File: src/rtl/n8877_secbuf_pkg.sv
// ============================================================================
// n8877_secbuf_pkg -- sector geometry, FSM encoding and fill pattern
// Revision 1.0
// ============================================================================
`default_nettype none

package n8877_secbuf_pkg;

  localparam int SEC_WORDS = 128;
  localparam int SEC_IDXW  = 7;
  localparam int TAGW      = 12;

  localparam logic [15:0] FILL_WORD = 16'he5e5;

  typedef enum logic [1:0] {
    ST_IDLE = 2'd0,
    ST_REQ  = 2'd1,
    ST_WAIT = 2'd2,
    ST_DONE = 2'd3
  } state_t;

endpackage

`default_nettype wire

File: src/rtl/n8877_secbuf_ram.sv
// ============================================================================
// n8877_secbuf_ram -- 128x16 simple dual-port RAM, registered read-old-data
// Revision 1.0
// ============================================================================
`default_nettype none

module n8877_secbuf_ram
  import n8877_secbuf_pkg::*;
(
  input  logic                clk,
  input  logic                we,
  input  logic [SEC_IDXW-1:0] waddr,
  input  logic [15:0]         wdata,
  input  logic [SEC_IDXW-1:0] raddr,
  output logic [15:0]         rdata
);

  logic [15:0] mem [SEC_WORDS];

  // Both assignments are non-blocking, so a same-address read sees the old word.
  always_ff @(posedge clk) begin
    if (we) begin
      mem[waddr] <= wdata;
    end
    rdata <= mem[raddr];
  end

endmodule

`default_nettype wire

File: src/rtl/n8877_secbuf.sv
// ============================================================================
// n8877_secbuf -- one-sector prefetch buffer between FDC media port and image memory
// Revision 1.0
// ============================================================================
`default_nettype none

module n8877_secbuf
  import n8877_secbuf_pkg::*;
#(
  parameter int             MAW      = 24,
  parameter logic [MAW-1:0] IMG_BASE = '0,
  parameter logic [15:0]    FILL     = FILL_WORD
) (
  input  logic           clk,
  input  logic           rst_n,
  input  logic [19:0]    faddr,
  input  logic           frd,
  output logic [15:0]    frdata,
  output logic [MAW-1:0] mem_addr,
  output logic           mem_req,
  input  logic           mem_ack,
  input  logic [15:0]    mem_rdata,
  output logic           buf_valid,
  output logic           fill_busy,
  output logic           rd_miss
);

  state_t              state;
  logic [TAGW-1:0]     tag;
  logic                tag_valid;
  logic [TAGW-1:0]     fill_tag;
  logic [SEC_IDXW-1:0] idx;
  logic                frd_d;
  logic [15:0]         ram_q;

  logic                tag_hit;
  logic                ram_we;
  logic [MAW-1:0]      word_addr;
  logic                unused_lsb;

  assign tag_hit    = tag_valid && (tag == faddr[19:8]);
  assign ram_we     = (state == ST_WAIT) && mem_ack;
  assign word_addr  = IMG_BASE + MAW'({fill_tag, {SEC_IDXW{1'b0}}}) + MAW'(idx);
  assign fill_busy  = (state != ST_IDLE);
  assign unused_lsb = faddr[0];

  n8877_secbuf_ram u_ram (
    .clk   (clk),
    .we    (ram_we),
    .waddr (idx),
    .wdata (mem_rdata),
    .raddr (faddr[7:1]),
    .rdata (ram_q)
  );

  // buf_valid is the registered tag_hit that qualified this RAM read.
  assign frdata = buf_valid ? ram_q : FILL;

  always_ff @(posedge clk or negedge rst_n) begin
    if (!rst_n) begin
      buf_valid <= 1'b0;
      frd_d     <= 1'b0;
      rd_miss   <= 1'b0;
    end else begin
      buf_valid <= tag_hit;
      frd_d     <= frd;
      rd_miss   <= frd && !frd_d && !tag_hit;
    end
  end

  always_ff @(posedge clk or negedge rst_n) begin
    if (!rst_n) begin
      state     <= ST_IDLE;
      tag       <= '0;
      tag_valid <= 1'b0;
      fill_tag  <= '0;
      idx       <= '0;
      mem_req   <= 1'b0;
      mem_addr  <= '0;
    end else begin
      case (state)
        ST_IDLE: begin
          if (!tag_hit) begin
            fill_tag  <= faddr[19:8];
            idx       <= '0;
            tag_valid <= 1'b0;
            state     <= ST_REQ;
          end
        end
        ST_REQ: begin
          mem_req  <= 1'b1;
          mem_addr <= word_addr;
          state    <= ST_WAIT;
        end
        ST_WAIT: begin
          // The request is held until acked; an abort is only honoured afterwards.
          if (mem_ack) begin
            mem_req <= 1'b0;
            idx     <= idx + 1'b1;
            if (idx == SEC_IDXW'(SEC_WORDS - 1)) begin
              state <= ST_DONE;
            end else if (faddr[19:8] != fill_tag) begin
              state <= ST_IDLE;
            end else begin
              state <= ST_REQ;
            end
          end
        end
        ST_DONE: begin
          tag       <= fill_tag;
          tag_valid <= 1'b1;
          state     <= ST_IDLE;
        end
        default: state <= ST_IDLE;
      endcase
    end
  end

endmodule

`default_nettype wire
File: config.mk
export PLATFORM = sky130hd
export DESIGN_NAME = n8877_secbuf
export DESIGN_NICKNAME = d
export VERILOG_FILES = /design/src/rtl/n8877_secbuf_pkg.sv /design/src/rtl/n8877_secbuf_ram.sv /design/src/rtl/n8877_secbuf.sv
export SDC_FILE = /design/constraint.sdc
export NUM_CORES = 2
export LEC_CHECK = 0
export CORE_ASPECT_RATIO = 0.9
export CORE_MARGIN = 3
export CORE_UTILIZATION = 60
export DETAILED_ROUTE_END_ITERATION = 8
export PLACE_DENSITY = 0.84
export SLEW_MARGIN = 20
export SYNTH_ARGS = -nofsm -noshare
export SYNTH_HDL_FRONTEND = slang
export SYNTH_SLANG_ARGS = --single-unit
File: constraint.sdc
create_clock -name clk -period 5.2 [get_ports clk]
set_input_delay 1.04 -clock clk [delete_from_list [all_inputs] [get_ports clk]]
set_output_delay 1.04 -clock clk [all_outputs]
set_load 0.03 [all_outputs]
# Word-level counts from Yosys, hierarchy flattened
# Memory sizes are Yosys's and may differ from the RTL's. A register that Yosys moved wholly into a read port is not among the register bits.
# Index checks and enable logic that the tools add are counted.
totals:
  ff_bits: 62
  latchBits: 0
  mem_bits_rw: 2048
  rom_bits: 0
  inputBits: 40
  wordCells: 53
  memories: 1
memory_table:
  columns: ["memory", "depth", "word_bits", "read_ports", "rd_clocked_by_memory_dff", "wr", "line", "source"]
  rows:
  - ["u_ram.mem", 128, 16, 1, 1, 1, "n8877_secbuf_ram.sv:18", "logic [15:0] mem [SEC_WORDS];"]
classes:
  addsub: 2
  n_mul: 0
  div_mod_pow: 0
  n_lt_le_gt_ge: 0
  eq_ne: 8
  shift: 0
  n_mux: 15
  bitwise_logic: 1
  n_reduce_logical: 16
op_table:
  columns: ["op", "n"]
  rows:
  - ["$add A19 B7 Y20", 1]
  - ["$mux W16", 1]
  - ["$mux W7", 2]
  - ["$pmux W7 S2", 1]
  - ["$eq A12 B12 Y1", 1]
  - ["$ne A12 B12 Y1", 1]
  - ["$pmux W2 S4", 1]
  - ["$reduce_and A2 Y1", 4]
  - ["$reduce_bool A2 Y1", 4]
  - ["$add A7 B1 Y7 const B", 1]
  - ["$eq A7 B7 Y1 const B", 1]
  - ["$mux W2", 3]
  - ["$mux W1", 5]
  - ["$eq A2 B2 Y1 const B", 2]
  - ["$logic_and A1 B1 Y1", 4]
  - ["$ne A2 B2 Y1 const B", 2]
  - ["$pmux W1 S2", 2]
  - ["$reduce_and A3 Y1", 1]
  - ["$eq A2 B1 Y1 const B", 1]
  - ["$logic_not A1 Y1", 2]
  - ["$logic_not A2 Y1", 1]
  - ["$not A1 Y1", 1]

# Depth between registers and ports, before layout
logic_depth:
  word_depth: 5
  depth_mapped: 8

# By module
# From an unflattened synthesis, not the netlist that was laid out.
unflattened:
  hier_cells: 3319
  area_unflattened_um2: 81343.0
modules_own_cells:
  columns: ["mod", "instances", "cells_per_inst", "area_per_inst_um2", "seq_area_each_um2"]
  rows:
  - ["n8877_secbuf_ram", 1, 3086, 78522.8, 61819.3]
  - ["n8877_secbuf", 1, 233, 2820.2, 1426.4]

# Worst setup path before layout
# Ideal clock, no wire load.
synth_path:
  kind: "input to register"
  start: "input port faddr[1]"
  end: "register u_ram.rdata[0] (read register of u_ram.mem)"
  setup_ns: 0.121
  t_arrival_ns: 3.411
  setup_slack_ns: 1.668
  path_stages: 6
  n_path_buf: 2
  cell_sequence: "buf_2 -> clkbuf_1 -> mux4_2 -> mux4_2 -> mux4_2 -> mux2_2"
synth_lines:
  columns: ["item", "line", "source"]
  rows:
  - ["from (decl)", "n8877_secbuf.sv:16", "input logic [19:0] faddr,"]
  - ["to (decl)", "n8877_secbuf_ram.sv:15", "output logic [15:0] rdata"]

# Worst setup path after layout
layout_path:
  start: "register buf_valid"
  end: "output port frdata[12]"
layout_via:
  elab_chain_len: 1
layout_rtl:
  columns: ["item", "line", "source"]
  rows:
  - ["from (decl)", "n8877_secbuf.sv:23", "output logic buf_valid,"]
  - ["from (signal assigned)", "n8877_secbuf.sv:65", "buf_valid <= tag_hit;"]
  - ["$mux W16", "n8877_secbuf.sv:57", "assign frdata = buf_valid ? ram_q : FILL;"]
  - ["to (decl)", "n8877_secbuf.sv:18", "output logic [15:0] frdata,"]
# Every way passes these cells.

==> out/metrics.yaml <==
run_status: "finished clean"
critical_path.top_delay_family: "flip-flops"
p_per_area_nw_per_um2: 393.9
crit_buf_inv: 1
synthCells: 3303
grt_pass1_wl_mm: 314.2
dieHeight_um: 354.9
initial_core_util_pct: 60.65
synth_mux_area_share_pct: 19.46
syn_area_um2: 81150
hold_class: "in -> async"
first_pass_iters: 9
drive_above_1_share_pct: 33.51
drt_iter0_drc: 7262
synth.distinct_cells: 37
insertion_delay_ns: 0.83
holdBufCountCts: 0
cts.clk_slew.worst_paths_ns: 0.06
rsz0062_at_grt: "false"
postCtsSetupBuffers: 0
yosys.cell_count.top_type: "edfxtp_1"
synth_common_cells: "edfxtp_1, mux4_2, nor2_1"
die-area_um2: 139700
slowest_delay_ns: 0.78
synth_edf_count: 2048
post_dp_cell_area_um2: 85210
synth_xor_area_share_pct: 0.2698
power_mw: 36.09
ys.flop_type: "edfxtp_1"
skew_ns: 0.04127
postLayoutCoreUtil_pct: 68.48
setup.worst_path.start_class: "flip-flop"
cts_sinks: 2121
fillers: 7344
end_kind: "output port"
regArea_um2: 63250
ioPinCount: 84
finalMaxSlewViolations: 0
areaGrowthSynthToFinish_pct: 12.90
worstPathMaxFanout: 17
fp.dieW_um: 393.7
final_cells: 5586
vias: 40680
wl_per_cell_um: 39.55
fmax_mhz: 274.6
port_buffers: 77
required_ns: 4.16
ys.warnings.count: 0
grt_max_degree: 97
dp_hpwl_mm: 113.8
period_share_pct: 70.03
grt_use_total_pct: 32.16
synth.avg_cell_area_um2: 24.57
cts_buffer_depth: 3
worst_pin_slew_ns: 1.219
placed_cells: 5211
drv_cap: 0
fin_ws_ns: 1.559
leakage_nw: 28.75
ys_seq_area_share_pct: 77.94
synth_compound_area_share_pct: 0.1264
multiInputGateArea_um2: 17130
design_area_um2: 91620
synthAdderAreaFrac_pct: 0.01542
num-nets-final: 3645
synth_seq_cells: 2121
antenna_found_initial: 22
avgViaCountPerCell: 7.282
dp_worst_setup_slack_ns: 1.089
layout_min_cycle_time_ns: 3.642
synth_largest_area_cell: "edfxtp_1"
drc: 0
place_congestion: 0.7942
cts_root_buf: "clkbuf_16"
synth_top_area_share_pct: 75.79
grt_overflow: 0
cts_buffers: 196
ant_nets: 0
synth.area.top_cells: "edfxtp_1, mux4_2, dfrtp_1, mux2_2, nor2_1"
postSynth.asyncResetShare_pct: 2.687
grt_pass1_vias: 40560
crit_type: "reg -> out"
h-tree-depth: 4
whs_ns: 0.3534
critPathSlowestCell: "dfrtp_2"
cts_tree: "done"
cp_cell_sequence: "and2_1, clkdlybuf4s50_1"
relSlewSlack_pct: 18.76
hold_viol: 0
setup_viol: 0
ir_worst_vdd_mv: 0.4406
synth_top_family_by_area: "multiplexers"
coreArea_um2: 133800
synth-simple-area-share_pct: 1.206
cp.arrival_ns: 2.60
tns_ns: 0
ctsResizeCount: 0
num_rows: 127
totalWireLength_mm: 220.9
-- routing by layer --
metal	GRT usage (%)	up-vias	share of wire (%)	wire length (um)
met5	0	-	0.048	106
met4	12.59	10	4.6	10210
met3	8.959	683	14	29910
met2	51.21	4016	49	107900
met1	43.15	21170	33	72790
li1	-	14800	-	-
-- flip-flops by register name (all words and copies together) (netlist names) --
register     cells
mem_req          1
u_ram.rdata     16
frd_d            1
buf_valid        1
state            2
rd_miss          1
tag             12
mem_addr        19
tag_valid        1
fill_tag        12
idx              7
u_ram.mem     2048
-- logic make-up after synthesis --
| logic type | after synthesis |
|---|---|
| adders and majority gates | 1 |
| muxes | 730 |
| other | 1 |
| and+or+nand+nor | 220 |
| xor gates and xnor gates | 25 |
| AOI/OAI and AO/OA | 17 |
| buffers and inverters | 188 |
| DFF | 2121 |
-- final cells by class --
cell class	count	area share, %
Timing Repair Buffer	285	2.826
Sequential cell	2121	69.03
Clock buffer	256	5.870
Clock inverter	107	1.068
Tap cell	1806	2.466
Antenna cell	11	0.03004
Multi-Input combinational cell	998	18.70
Inverter	2	0.008194
-- report_power, final --
| group | internal, mW | switching (mW) |
|---|---|---|
| registers | 19.0 | 0.187 |
| logic | 1.06 | 1.46 |
| clock network | 8.04 | 6.39 |
-- placed cells by master, fill, tap and decap left out, drive strengths merged, types with 7 or more instances in the layout --
cell,count
buf,231
dfrtp,57
xnor2,17
inv,7
diode,11
and2,8
xor2,8
or2,10
clkdlybuf4s50,54
edfxtp,2048
o21ai,8
nand2b,10
clkbuf,256
nand3,10
mux4,672
nor2,129
bufinv,15
dfxtp,16
clkinv,84
mux2,58
nand2,28
-- path summary, 6_finish.rpt --
path                                      start                            to  slack [ns]  cells past startpoint
hold / removal                            rst_n      mem_addr[10]$_DFFE_PN0P_        0.35                      2
hold reg to reg                 frd_d$_DFF_PN0_             rd_miss$_DFF_PN0_        0.40                      1
setup reg to reg           state[1]$_DFFE_PN0P_  u_ram.mem[103][14]$_DFFE_PP_        1.76                      6
min in group clk                frd_d$_DFF_PN0_             rd_miss$_DFF_PN0_        0.40                      1
setup / recovery            buf_valid$_DFF_PN0_                    frdata[12]        1.56                      2
max in group asynchronous                 rst_n           buf_valid$_DFF_PN0_        4.33                      2
(Power assumes the default switching activity.)
